[src/rtl/i2c_slave_responder.sv]
// I2C target: acks SLAVE_ADDR, streams write bytes out on wr_valid, fetches read bytes via rd_req/rd_valid.
// Latency: bus events act SYNC_STAGES+1 clk after they reach scl_i/sda_i; wr_valid fires on the 8th SCL rise.
// Backpressure: write path never stalls (always ACK); read path stretches SCL until rd_valid when STRETCH_EN=1.
module i2c_slave_responder #(
    parameter logic [6:0] SLAVE_ADDR  = 7'h22,
    parameter int         SYNC_STAGES = 2,
    parameter bit         STRETCH_EN  = 1'b1
) (
    input  logic       clk,
    input  logic       s_rst,
    input  logic       scl_i,
    input  logic       sda_i,
    output logic       scl_o,
    output logic       sda_o,
    output logic [7:0] wr_data,
    output logic       wr_valid,
    output logic       rd_req,
    input  logic [7:0] rd_data,
    input  logic       rd_valid,
    output logic       start_det,
    output logic       stop_det,
    output logic       busy
);

    typedef enum logic [3:0] {
        IDLE, ADDR, ADDR_ACK, WR_BYTE, WR_ACK, RD_WAIT, RD_BYTE, RD_ACK, IGNORE
    } state_t;

    logic [SYNC_STAGES-1:0] scl_sync, sda_sync;
    logic                   scl_d, sda_d;
    logic                   scl_s, sda_s;
    logic                   scl_rise, scl_fall, start_cond, stop_cond;

    state_t     state;
    logic [2:0] bit_cnt;
    logic [7:0] shreg;
    logic [7:0] rd_buf;
    logic       rw;
    logic       stretching;
    logic       rd_pend;
    logic       rd_have;
    logic       rd_take;
    logic [7:0] byte_in;
    logic [7:0] rd_load;

    assign scl_s      = scl_sync[SYNC_STAGES-1];
    assign sda_s      = sda_sync[SYNC_STAGES-1];
    assign scl_rise   = scl_s & ~scl_d;
    assign scl_fall   = ~scl_s & scl_d;
    assign start_cond = scl_s & scl_d & sda_d & ~sda_s;
    assign stop_cond  = scl_s & scl_d & ~sda_d & sda_s;
    assign rd_take    = rd_pend & rd_valid;
    assign byte_in    = {shreg[6:0], sda_s};
    assign rd_load    = rd_have ? rd_buf : rd_data;

    always_ff @(posedge clk) begin
        if (s_rst) begin
            scl_sync <= '1;
            sda_sync <= '1;
            scl_d    <= 1'b1;
            sda_d    <= 1'b1;
        end else begin
            scl_sync <= {scl_sync[SYNC_STAGES-2:0], scl_i};
            sda_sync <= {sda_sync[SYNC_STAGES-2:0], sda_i};
            scl_d    <= scl_s;
            sda_d    <= sda_s;
        end
    end

    always_ff @(posedge clk) begin
        if (s_rst) begin
            state      <= IDLE;
            bit_cnt    <= 3'd0;
            shreg      <= 8'd0;
            rd_buf     <= 8'd0;
            rw         <= 1'b0;
            stretching <= 1'b0;
            rd_pend    <= 1'b0;
            rd_have    <= 1'b0;
            scl_o      <= 1'b1;
            sda_o      <= 1'b1;
            wr_data    <= 8'd0;
            wr_valid   <= 1'b0;
            rd_req     <= 1'b0;
            start_det  <= 1'b0;
            stop_det   <= 1'b0;
            busy       <= 1'b0;
        end else begin
            wr_valid  <= 1'b0;
            rd_req    <= 1'b0;
            start_det <= 1'b0;
            stop_det  <= 1'b0;

            // Latch the first rd_valid after a request; later branches may override (START discards it).
            if (rd_take) begin
                rd_buf  <= rd_data;
                rd_have <= 1'b1;
                rd_pend <= 1'b0;
            end

            if (start_cond) begin
                start_det  <= 1'b1;
                state      <= ADDR;
                bit_cnt    <= 3'd0;
                scl_o      <= 1'b1;
                sda_o      <= 1'b1;
                stretching <= 1'b0;
                rd_pend    <= 1'b0;
                rd_have    <= 1'b0;
            end else if (stop_cond) begin
                stop_det   <= 1'b1;
                state      <= IDLE;
                busy       <= 1'b0;
                scl_o      <= 1'b1;
                sda_o      <= 1'b1;
                stretching <= 1'b0;
                rd_pend    <= 1'b0;
                rd_have    <= 1'b0;
            end else begin
                case (state)
                    IDLE: ;
                    ADDR: if (scl_rise) begin
                        shreg   <= byte_in;
                        bit_cnt <= bit_cnt + 3'd1;
                        if (bit_cnt == 3'd7) begin
                            if (byte_in[7:1] == SLAVE_ADDR) begin
                                state <= ADDR_ACK;
                                busy  <= 1'b1;
                                rw    <= byte_in[0];
                            end else begin
                                state <= IGNORE;
                                busy  <= 1'b0;
                            end
                        end
                    end
                    ADDR_ACK: if (scl_fall) begin
                        sda_o <= 1'b0;
                    end else if (scl_rise) begin
                        if (rw) begin
                            rd_req  <= 1'b1;
                            rd_pend <= 1'b1;
                            rd_have <= 1'b0;
                            state   <= RD_WAIT;
                        end else begin
                            bit_cnt <= 3'd0;
                            state   <= WR_BYTE;
                        end
                    end
                    WR_BYTE: if (scl_fall) begin
                        sda_o <= 1'b1;
                    end else if (scl_rise) begin
                        shreg   <= byte_in;
                        bit_cnt <= bit_cnt + 3'd1;
                        if (bit_cnt == 3'd7) begin
                            wr_data  <= byte_in;
                            wr_valid <= 1'b1;
                            state    <= WR_ACK;
                        end
                    end
                    WR_ACK: if (scl_fall) begin
                        sda_o <= 1'b0;
                    end else if (scl_rise) begin
                        state <= WR_BYTE;
                    end
                    // The ACK from the previous bit is still on SDA until this fall.
                    RD_WAIT: if (scl_fall || stretching) begin
                        if (rd_have || rd_take) begin
                            shreg      <= rd_load;
                            sda_o      <= rd_load[7];
                            scl_o      <= 1'b1;
                            stretching <= 1'b0;
                            rd_have    <= 1'b0;
                            bit_cnt    <= 3'd0;
                            state      <= RD_BYTE;
                        end else if (STRETCH_EN) begin
                            scl_o      <= 1'b0;
                            sda_o      <= 1'b1;
                            stretching <= 1'b1;
                        end else begin
                            shreg   <= 8'hFF;
                            sda_o   <= 1'b1;
                            rd_pend <= 1'b0;
                            bit_cnt <= 3'd0;
                            state   <= RD_BYTE;
                        end
                    end
                    RD_BYTE: if (scl_fall) begin
                        sda_o <= shreg[7];
                    end else if (scl_rise) begin
                        shreg   <= {shreg[6:0], 1'b1};
                        bit_cnt <= bit_cnt + 3'd1;
                        if (bit_cnt == 3'd7)
                            state <= RD_ACK;
                    end
                    RD_ACK: if (scl_fall) begin
                        sda_o <= 1'b1;
                    end else if (scl_rise) begin
                        if (!sda_s) begin
                            rd_req  <= 1'b1;
                            rd_pend <= 1'b1;
                            rd_have <= 1'b0;
                            state   <= RD_WAIT;
                        end else begin
                            busy  <= 1'b0;
                            state <= IGNORE;
                        end
                    end
                    IGNORE: begin
                        scl_o <= 1'b1;
                        sda_o <= 1'b1;
                        busy  <= 1'b0;
                    end
                    default: state <= IDLE;
                endcase
            end
        end
    end

endmodule

[config.mk]
export PLATFORM = sky130hd
export DESIGN_NAME = i2c_slave_responder
export DESIGN_NICKNAME = d
export VERILOG_FILES = /design/src/rtl/i2c_slave_responder.sv
export SDC_FILE = /design/constraint.sdc
export NUM_CORES = 1
export LEC_CHECK = 0
export CORE_MARGIN = 2
export CORE_UTILIZATION = 50
export DETAILED_ROUTE_END_ITERATION = 16
export PLACE_DENSITY = 0.75
export RECOVER_POWER = 25
export SLEW_MARGIN = 20
export SYNTH_ARGS = -nofsm -noshare
export SYNTH_HDL_FRONTEND = slang
export SYNTH_SLANG_ARGS = --single-unit
export TNS_END_PERCENT = 50
[constraint.sdc]
create_clock -name clk -period 1.7 [get_ports clk]
set_input_delay 0.425 -clock clk [delete_from_list [all_inputs] [get_ports clk]]
set_output_delay 0.425 -clock clk [all_outputs]
set_load 0.005 [all_outputs]
==> qor.csv, run 1 <==
metric;value;unit
status;completed;
routed len/inst;15.9;um
R2R depth;6;
Avg Inst Size Synth;8.68;sq um
CP Max Fanout;8;
Post-synth EDFFs;0;
crit start category;flip-flop;
Critical Path Sink;shreg[5]$_SDFFE_PP0P_;
worst vdd ir;0.648;mV
crit path from;state[2]$_SDFFE_PP0P_;
DIE WIDTH;73.6;um
Cell variety after synth;50;
core box area;4690;sq um
drt initial violations;294;
Remaining Overflow, GRT;0;
P&R area growth vs syn;32.7;%
cts hold-fix bufs;0;
number of setup violations in the final report;0;
R2R Path Start;state[2]$_SDFFE_PP0P_;
Synth top area share;39.7;%
register bit total from synthesis;48;
IO Port Bufs;27;
clock period minus worst slack;1.69;ns
Worst Hold Class;reg -> reg;
layout filler cell count;377;
H-tree levels;2;
Ys Warns;0;
final WL;6250;um
HPWL Detailed;4400;um
initial antenna violation count;0;
Placed Cells;382;
Worst Skew;0.00755;ns
Worst Path Required;1.89;ns
post-synthesis cell count;279;
clk_lat worst skew;0.30;ns
Max Cap Viol;0;
Post-DRT Antenna Nets;0;
CTS Buf Count;5;
most frequent cells in the layout;43 x dfxtp_1, 41 x buf_4, 29 x nor2_1;
drt pass-1 iters;4;
Finished Layout Cells;393;
# diodes;0;
Fin. Hold Viols;0;
DR vias;2273;
PD cells;718;nW/um^2
critical path class;reg -> reg;
dominant synthesized flop cell;dfxtp_1;
RSZ-0062 raised after global routing;true;
Placer Congestion;0.949;
Seq/Total Area, Yosys;39.7;%
DRC viols;0;
Post-synth ARST share;0;%
GRT Total Usage;23.4;%
clock root buffer;clkbuf_8;
Slew Limit Fails;0;
clk sinks;48;
Lkg Pwr;0.00131;uW
largest net degree at the start of global routing;26;
Final nets;353;
CTS tree;done;
fraction of layout cells with a size suffix above 1;23.9;%
Period Utilization, post-route;99.2;%
Cell Area, Synth;2420;sq um
DR vias/cell;5.78;
Rows;25;
leading area contributor after synthesis;dfxtp_1;
Register Area;972;sq um
critical path arrival;1.88;ns
synth top area cells;dfxtp_1 40%, mux2i_1 11%, nor2_1 4.5%;
I/O pin count;28;
Bufs on Longest Clock Path;2;
worst relative slew slack;70.5;%
global-route wire length before repair;9820;um
worst hold slack;0.413;ns
fin util;68.5;%
multi-input logic area;1370;sq um
Total Die Area;5420;sq um
Fmax;0.593;GHz
syn_nets;294;
Clock transition at path regs;0.09;ns
commonest non-fill, non-tap cell in the layout;dfxtp_1;
actual slew at the worst max-slew pin;0.437;ns
flop2flop setup slack;0.01;ns
capturing point of the worst reg2reg path;shreg[5]$_SDFFE_PP0P_;
Die Y-Extent;73.6;um
Worst setup EP type;flip-flop;
vias in the first global route;1972;
Initial Util;51.6;%
[synthesized netlist by cell type, types with 3 or more instances]
master     n
a31oi_1    4
o21ai_1    3
nand4_1    4
buf_2      7
a211oi_1   7
a21o_1     3
nor3_1     6
inv_1      5
nand2_1   25
mux2i_1   26
clkbuf_1   9
buf_6      4
nand3_1   13
nor2_1    29
a21oi_1   21
o21ai_0   13
nand2b_1   3
dfxtp_1   48
or2_2      6
[stage by stage]
step           power, uW  area [sq um]  setup TNS, ns  setup slack, ns
4_1_cts             2320          3140              0          0.00126
2_1_floorplan       1250          2420              0           0.0777
3_5_place_dp        1330          2970          -4.38           -0.336
5_1_grt             2380          3210         -0.189          -0.0419
3_3_place_gp        1330          2970          -3.79           -0.281
6_report            2310          3210              0           0.0135
[flip-flops by register name (all words and copies together), names as in the netlist, 2 cells and up]
| signal | cells |
|---|---|
| bit_cnt | 3 |
| shreg | 8 |
| scl_sync | 2 |
| rd_buf | 8 |
| state | 4 |
| sda_sync | 2 |
| wr_data | 8 |
[final cells by class]
class / instances / share of cell area, %
tap: 54 / 2.10
clock inverter: 3 / 2.14
multi-input combinational: 205 / 42.7
inverter: 6 / 0.701
sequential: 48 / 30.2
clock buffer: 5 / 2.14
timing repair buffer: 72 / 19.9
[cell families after synthesis]
kind of cell,share of synthesized area (%)
simple gates,23.6
fa+ha+maj,1.03
compound gates,18.3
xor+xnor,1.08
flops,39.7
mux,10.7
buf+inv,5.63
[worst min-delay path by stage]
stage	start	to	cells after the start
after floorplan	scl_sync[0]$_SDFF_PP1_	scl_sync[1]$_SDFF_PP1_	1
after global placement	sda_sync[0]$_SDFF_PP1_	sda_sync[1]$_SDFF_PP1_	1
after detailed placement	scl_sync[0]$_SDFF_PP1_	scl_sync[1]$_SDFF_PP1_	1
after CTS	scl_sync[0]$_SDFF_PP1_	scl_sync[1]$_SDFF_PP1_	1
after global routing	scl_sync[0]$_SDFF_PP1_	scl_sync[1]$_SDFF_PP1_	1
final	scl_sync[0]$_SDFF_PP1_	scl_sync[1]$_SDFF_PP1_	1
[where the power goes]
group | switching [uW] | leakage (uW) | internal, uW
Combinational | 84.8 | 0.000854 | 86.1
Clock | 401 | 0.0000687 | 592
Sequential | 12.0 | 0.000390 | 1130
Total | 498 | 0.00131 | 1810
[critical path, stage by stage (launching register included)]
cell and delay [ns]:
dfxtp_4 0.37, buf_12 0.13, nand2b_4 0.15, a211oi_4 0.28
o221a_4 0.33, mux2i_1 0.24, nor2_1 0.07
[timing repair]
item,CTS,global route
setup endpoints to repair,26,25
gates cloned,0,1
pin swaps,3,3
buffers inserted,1,1
resized for setup,6,12
[metal layers]
layer | share of wire [%] | routed length (um) | vias up | track usage (%)
met1 | 48 | 2970 | 1096 | 34.8
met3 | 4.6 | 286 | 7 | 4.12
met2 | 47 | 2910 | 55 | 34.6
li1 | - | - | 1115 | -
met5 | 0 | 0 | - | 0
met4 | 1.2 | 78 | 0 | 6.46
Note: power is estimated with default switching activity, not from simulation.
==> run 2, diff against run 1 <==
--- a/config.mk
+++ b/config.mk
@@ -5,7 +5,6 @@
 export SDC_FILE = /design/constraint.sdc
 export NUM_CORES = 1
 export LEC_CHECK = 0
-export CORE_MARGIN = 2
 export CORE_UTILIZATION = 50
 export DETAILED_ROUTE_END_ITERATION = 16
 export PLACE_DENSITY = 0.75
==> run 2 against run 1 <==
Sequential share of layout area rose by 0.22 points. Hold slack improved by 0.0033 ns. Final cell count shrank 2.3%. Power rose by 0.15%. Design area decreased by 1.2%. Largest power group unchanged. Via count decreased by 2.2%.
==> qor.csv, run 2 (synthesis gave the netlist of run 1 again) <==
metric;value;unit;change
Initial Util;53.8;%;+2.2 points
Met3 Routed Length;342;um;+20%
Worst Skew;0.00491;ns;-0.00264 ns
DRC viols;0;;unchanged
CP Max Fanout;7;;-1
I/O pin count;28;;unchanged
# diodes;0;;unchanged
PD cells;728;nW/um^2;+1.4%
clock period minus worst slack;1.68;ns;-0.00776 ns
CTS Buf Count;5;;unchanged
IO Port Bufs;27;;unchanged
Post-DRT Antenna Nets;0;;unchanged
post-route cell area;3170;sq um;-1.2%
HPWL Detailed;4160;um;-5.3%
initial antenna violation count;0;;unchanged
vias in the first global route;2000;;+1.4%
Remaining Overflow, GRT;0;;unchanged
flop2flop setup slack;0.02;ns;about the same
Rows;24;;-4.0%
clk_lat worst skew;0.30;ns;about the same
Clock Power Share;43.2;%;about the same
DR top layer;met4;;
global-route wire length before repair;9610;um;-2.1%
routed len/inst;15.5;um;-2.7%
status;completed;;
critical path class;reg -> reg;;
clk sinks;48;;unchanged
Worst Hold Class;reg -> reg;;
Bufs on Longest Clock Path;2;;unchanged
DR vias;2224;;-2.2%
Total Die Area;5130;sq um;-5.4%
fin util;70.5;%;+2.0 points
final WL;5940;um;-5.0%
largest net degree at the start of global routing;29;;+12%
met1 WL;2800;um;-5.7%
critical path arrival;1.92;ns;+0.04 ns
actual slew at the worst max-slew pin;0.362;ns;-0.0748 ns
Register Area;967;sq um;-0.51%
Max Cap Viol;0;;unchanged
number of setup violations in the final report;0;;unchanged
crit start category;flip-flop;;
Die Y-Extent;71.6;um;-2.7%
CTS tree;done;;
cts hold-fix bufs;0;;unchanged
Placer Congestion;0.930;;-2.0%
Finished Layout Cells;384;;-2.3%
RSZ-0062 raised after global routing;true;;
DP Area;2940;sq um;-1.2%
Clock transition at path regs;0.09;ns;about the same
Fin. Hold Viols;0;;unchanged
Psw;502;uW;+0.69%
most frequent cells in the layout;45 x dfxtp_1, 32 x buf_4, 27 x nor2_1;;
Fin Setup TNS;0;ns;unchanged
metal2 WL;2700;um;-7.2%
Final nets;346;;-2.0%
Placed Cells;374;;-2.1%
H-tree levels;2;;unchanged
DIE WIDTH;71.6;um;-2.7%
P&R area growth vs syn;31.0;%;
Lkg Pwr;0.00127;uW;-3.1%
worst relative slew slack;75.7;%;+5.3 points
Worst setup EP type;flip-flop;;
worst vdd ir;0.621;mV;-4.2%
internal power;1810;uW;about the same
commonest non-fill, non-tap cell in the layout;dfxtp_1;;
fraction of layout cells with a size suffix above 1;23.2;%;-0.70 points
DR vias/cell;5.79;;+0.14%
clock root buffer;clkbuf_8;;
Fmax;0.596;GHz;+0.46%
layout filler cell count;362;;-4.0%
Gate power share;7.5;%;about the same
core box area;4500;sq um;-4.0%
multi-input logic area;1410;sq um;+2.4%
Largest regs;rd_buf (8), shreg (8), wr_data (8);;
Worst Path Required;1.94;ns;+0.05 ns
drt pass-1 iters;5;;+1
drt initial violations;181;;-38%
Net Sw Frac;21.7;%;+0.12 points
register share of total power;49.3;%;-0.2 points
GRT Total Usage;24.2;%;+0.84 points
Period Utilization, post-route;98.7;%;-0.46 points
Slew Limit Fails;0;;unchanged
## run 2: area by class of cell
class	instances	share of cell area, %
Timing Repair Buffer	65	18.1
Inverter	6	0.710
Sequential cell	48	30.5
Multi-Input combinational cell	205	44.3
Clock inverter	3	2.17
Clock buffer	5	2.17
Tap cell	52	2.05
## run 2: final timing paths
path / start / endpoint / depth (start not counted)
max reg2reg: state[0]$_SDFFE_PP0P_ / state[3]$_SDFFE_PP0P_ / 7
min reg2reg: sda_sync[0]$_SDFF_PP1_ / sda_sync[1]$_SDFF_PP1_ / 1
max: state[0]$_SDFFE_PP0P_ / state[3]$_SDFFE_PP0P_ / 7
min: sda_sync[0]$_SDFF_PP1_ / sda_sync[1]$_SDFF_PP1_ / 1
## run 2: per-layer routing
metal / global-route usage, % / up-vias
met1: 35.7 / 1041
met5: 0 / -
met3: 4.50 / 13
met4: 5.88 / 0
li1: - / 1100
met2: 36.7 / 70
## run 2: stage by stage
stage / setup slack (ns) / hold slack, ns / power, uW
2_1_floorplan: 0.0777 / 0.389 / 1250
3_3_place_gp: -0.276 / 0.393 / 1330
6_report: 0.0213 / 0.417 / 2310
3_5_place_dp: -0.345 / 0.397 / 1330
5_1_grt: -0.0394 / 0.439 / 2380
4_1_cts: -0.0329 / 0.421 / 2320
## run 2: repair_timing
action,in CTS,in global routing
pin swaps,0,11
buffers inserted,0,2
resized for setup,2,21
endpoints found under the setup margin,13,24
## run 2: critical path, cell delays in order, from the launching register on
cell and delay, ns:
dfxtp_2 0.34, buf_4 0.15, buf_4 0.16, and4bb_2 0.26, a211oi_4 0.35, buf_4 0.17, nand3_1 0.07, a21oi_1 0.12
## run 2: power groups by stage
stage	Sequential (uW)	Clock, uW	Combinational, uW
final	1140	998	174
after global placement	1160	0	165
after floorplan	1160	0	84.7
after CTS	1140	1010	168
after detailed placement	1170	0	165
after global routing	1140	1050	186
==> run 3, diff against run 2 <==
--- a/config.mk
+++ b/config.mk
@@ -5,9 +5,8 @@
 export SDC_FILE = /design/constraint.sdc
 export NUM_CORES = 1
 export LEC_CHECK = 0
-export CORE_UTILIZATION = 50
+export CORE_UTILIZATION = 35
 export DETAILED_ROUTE_END_ITERATION = 16
-export PLACE_DENSITY = 0.75
 export RECOVER_POWER = 25
 export SLEW_MARGIN = 20
 export SYNTH_ARGS = -nofsm -noshare
==> run 3 against run 2 <==
Power decreased by 12%. Global-route usage decreased by 7.6 points. Hold slack got worse by 0.0017 ns. Sequential power about the same. Die area increased by 42%. Worst setup slack improved by 0.036 ns. Sequential share of layout area increased by 0.37 points. Highest routed layer unchanged.
==> qor.csv, run 3 (synthesis gave the netlist of run 1 again) <==
metric;value;unit;change
status;completed;;
Slew Limit Fails;0;;unchanged
Final nets;344;;-0.58%
worst vdd ir;0.426;mV;-31%
worst hold slack;0.415;ns;-0.00169 ns
cts hold-fix bufs;0;;unchanged
Die Y-Extent;85.2;um;+19%
PD cells;644;nW/um^2;-12%
Initial Util;37.1;%;-17 points
layout filler cell count;648;;+79%
HPWL Detailed;4180;um;+0.48%
clk_lat worst skew;0.30;ns;about the same
DIE WIDTH;85.2;um;+19%
number of setup violations in the final report;0;;unchanged
Register Area;975;sq um;+0.78%
flop2flop setup slack;0.06;ns;+0.04 ns
Fin. Hold Viols;0;;unchanged
crit start category;flip-flop;;
capturing point of the worst reg2reg path;bit_cnt[0]$_SDFFE_PP0P_;;
DR vias/cell;5.28;;-8.9%
Rows;29;;+21%
largest net degree at the start of global routing;26;;-10%
P&R area growth vs syn;30.5;%;
initial antenna violation count;0;;unchanged
Hold Path Origin;scl_sync[0]$_SDFF_PP1_;;
Worst Hold Path EP;scl_sync[1]$_SDFF_PP1_;;
Worst Hold Class;reg -> reg;;
most frequent cells in the layout;43 x dfxtp_1, 34 x buf_4, 28 x nor2_1;;
critical path arrival;1.86;ns;-0.06 ns
CP Max Fanout;8;;+1
routed len/inst;13.9;um;-9.8%
core box area;6530;sq um;+45%
commonest non-fill, non-tap cell in the layout;dfxtp_1;;
clk sinks;48;;unchanged
Total Die Area;7260;sq um;+42%
worst relative slew slack;75.5;%;-0.16 points
Worst setup EP type;flip-flop;;
Lkg Pwr;0.00125;uW;-2.1%
clock period minus worst slack;1.64;ns;-0.0356 ns
Remaining Overflow, GRT;0;;unchanged
# diodes;0;;unchanged
Max Cap Viol;0;;unchanged
critical path class;reg -> reg;;
WHS Path Cells;1;;unchanged
Worst Path Required;1.92;ns;-0.02 ns
fraction of layout cells with a size suffix above 1;23.6;%;+0.44 points
Post-Place Worst Slack;-0.327;ns;+0.0174 ns
Post-DRT Antenna Nets;0;;unchanged
global-route wire length before repair;9550;um;-0.65%
drt initial violations;184;;+1.7%
H-tree levels;2;;unchanged
Placed Cells;397;;+6.1%
drt pass-1 iters;4;;-1
Bufs on Longest Clock Path;2;;unchanged
CTS tree;done;;
DR vias;2147;;-3.5%
Period Utilization, post-route;96.7;%;-2.1 points
CTS Buf Count;5;;unchanged
PnR worst setup slack;0.0569;ns;+0.0356 ns
Largest regs;rd_buf (8), shreg (8), wr_data (8);;
multi-input logic area;1420;sq um;+0.89%
R2R Path Start;state[2]$_SDFFE_PP0P_;;
Worst Skew;0.0126;ns;+0.00769 ns
clock root buffer;clkbuf_8;;
DRC viols;0;;unchanged
R2R depth;6;;-1
Placer Congestion;0.910;;-2.1%
GRT Total Usage;16.6;%;-7.6 points
final WL;5680;um;-4.4%
Finished Layout Cells;407;;+6.0%
vias in the first global route;1915;;-4.3%
I/O pin count;28;;unchanged
Clock transition at path regs;0.10;ns;about the same
RSZ-0062 raised after global routing;false;;
Fmax;0.609;GHz;+2.2%
actual slew at the worst max-slew pin;0.362;ns;-0.000484 ns
IO Port Bufs;27;;unchanged
-- run 3: worst max-delay path: stages, from the launching register on --
cell      delay (ns)
dfxtp_4         0.39
buf_4           0.18
and4bb_2        0.28
or2_1           0.27
o21ai_2         0.17
nor2_1          0.07
a211oi_2        0.20
-- run 3: worst max-delay path by stage --
stage	startpoint	to	cells past startpoint
final	state[2]$_SDFFE_PP0P_	bit_cnt[0]$_SDFFE_PP0P_	6
after global routing	state[2]$_SDFFE_PP0P_	bit_cnt[0]$_SDFFE_PP0P_	6
after CTS	state[0]$_SDFFE_PP0P_	bit_cnt[0]$_SDFFE_PP0P_	7
after detailed placement	rd_valid	shreg[5]$_SDFFE_PP0P_	6
after global placement	rd_valid	shreg[7]$_SDFFE_PP0P_	6
after floorplan	state[2]$_SDFFE_PP0P_	shreg[1]$_SDFFE_PP0P_	7
-- run 3: cell type report --
class | count | area share [%]
clock inverter | 2 | 0.435
inverter | 6 | 0.713
sequential | 48 | 30.8
timing repair buffer | 63 | 17.5
clock buffer | 6 | 2.61
tap | 77 | 3.05
multi-input combinational | 205 | 44.9
-- run 3: routing by layer --
layer  global-route usage, %  wire length (um)  share of wire (%)
met3                    3.31               261                4.6
met2                    23.1              2340                 41
met1                    25.6              2970                 52
met4                    5.08               104                1.8
met5                       0                 0                  0
-- run 3: report_power, final --
| part | switching (uW) | internal (uW) | leakage, uW |
|---|---|---|---|
| Combinational | 83.4 | 79.0 | 0.000804 |
| Sequential | 9.81 | 1130 | 0.000390 |
| Clock | 401 | 333 | 0.0000516 |
| Total | 494 | 1540 | 0.00125 |
-- run 3: what timing repair did --
action,in CTS,in global routing
buffers inserted,1,1
pin swaps,0,6
endpoints found under the setup margin,13,27
endpoints found under the hold margin,0,0
resized for setup,4,21
-- run 3: through the flow --
| step | util (%) | cell area, sq um | setup TNS [ns] | total power (uW) |
|---|---|---|---|---|
| final | 48.4 | 3160 | 0 | 2030 |
| after global routing | 48.4 | 3160 | 0 | 2140 |
| after CTS | 46.9 | 3060 | 0 | 2060 |
| after detailed placement | 44.9 | 2930 | -4.08 | 1320 |
| after global placement | 44.9 | 2930 | -4.01 | 1320 |
| after floorplan | - | 2420 | 0 | 1250 |
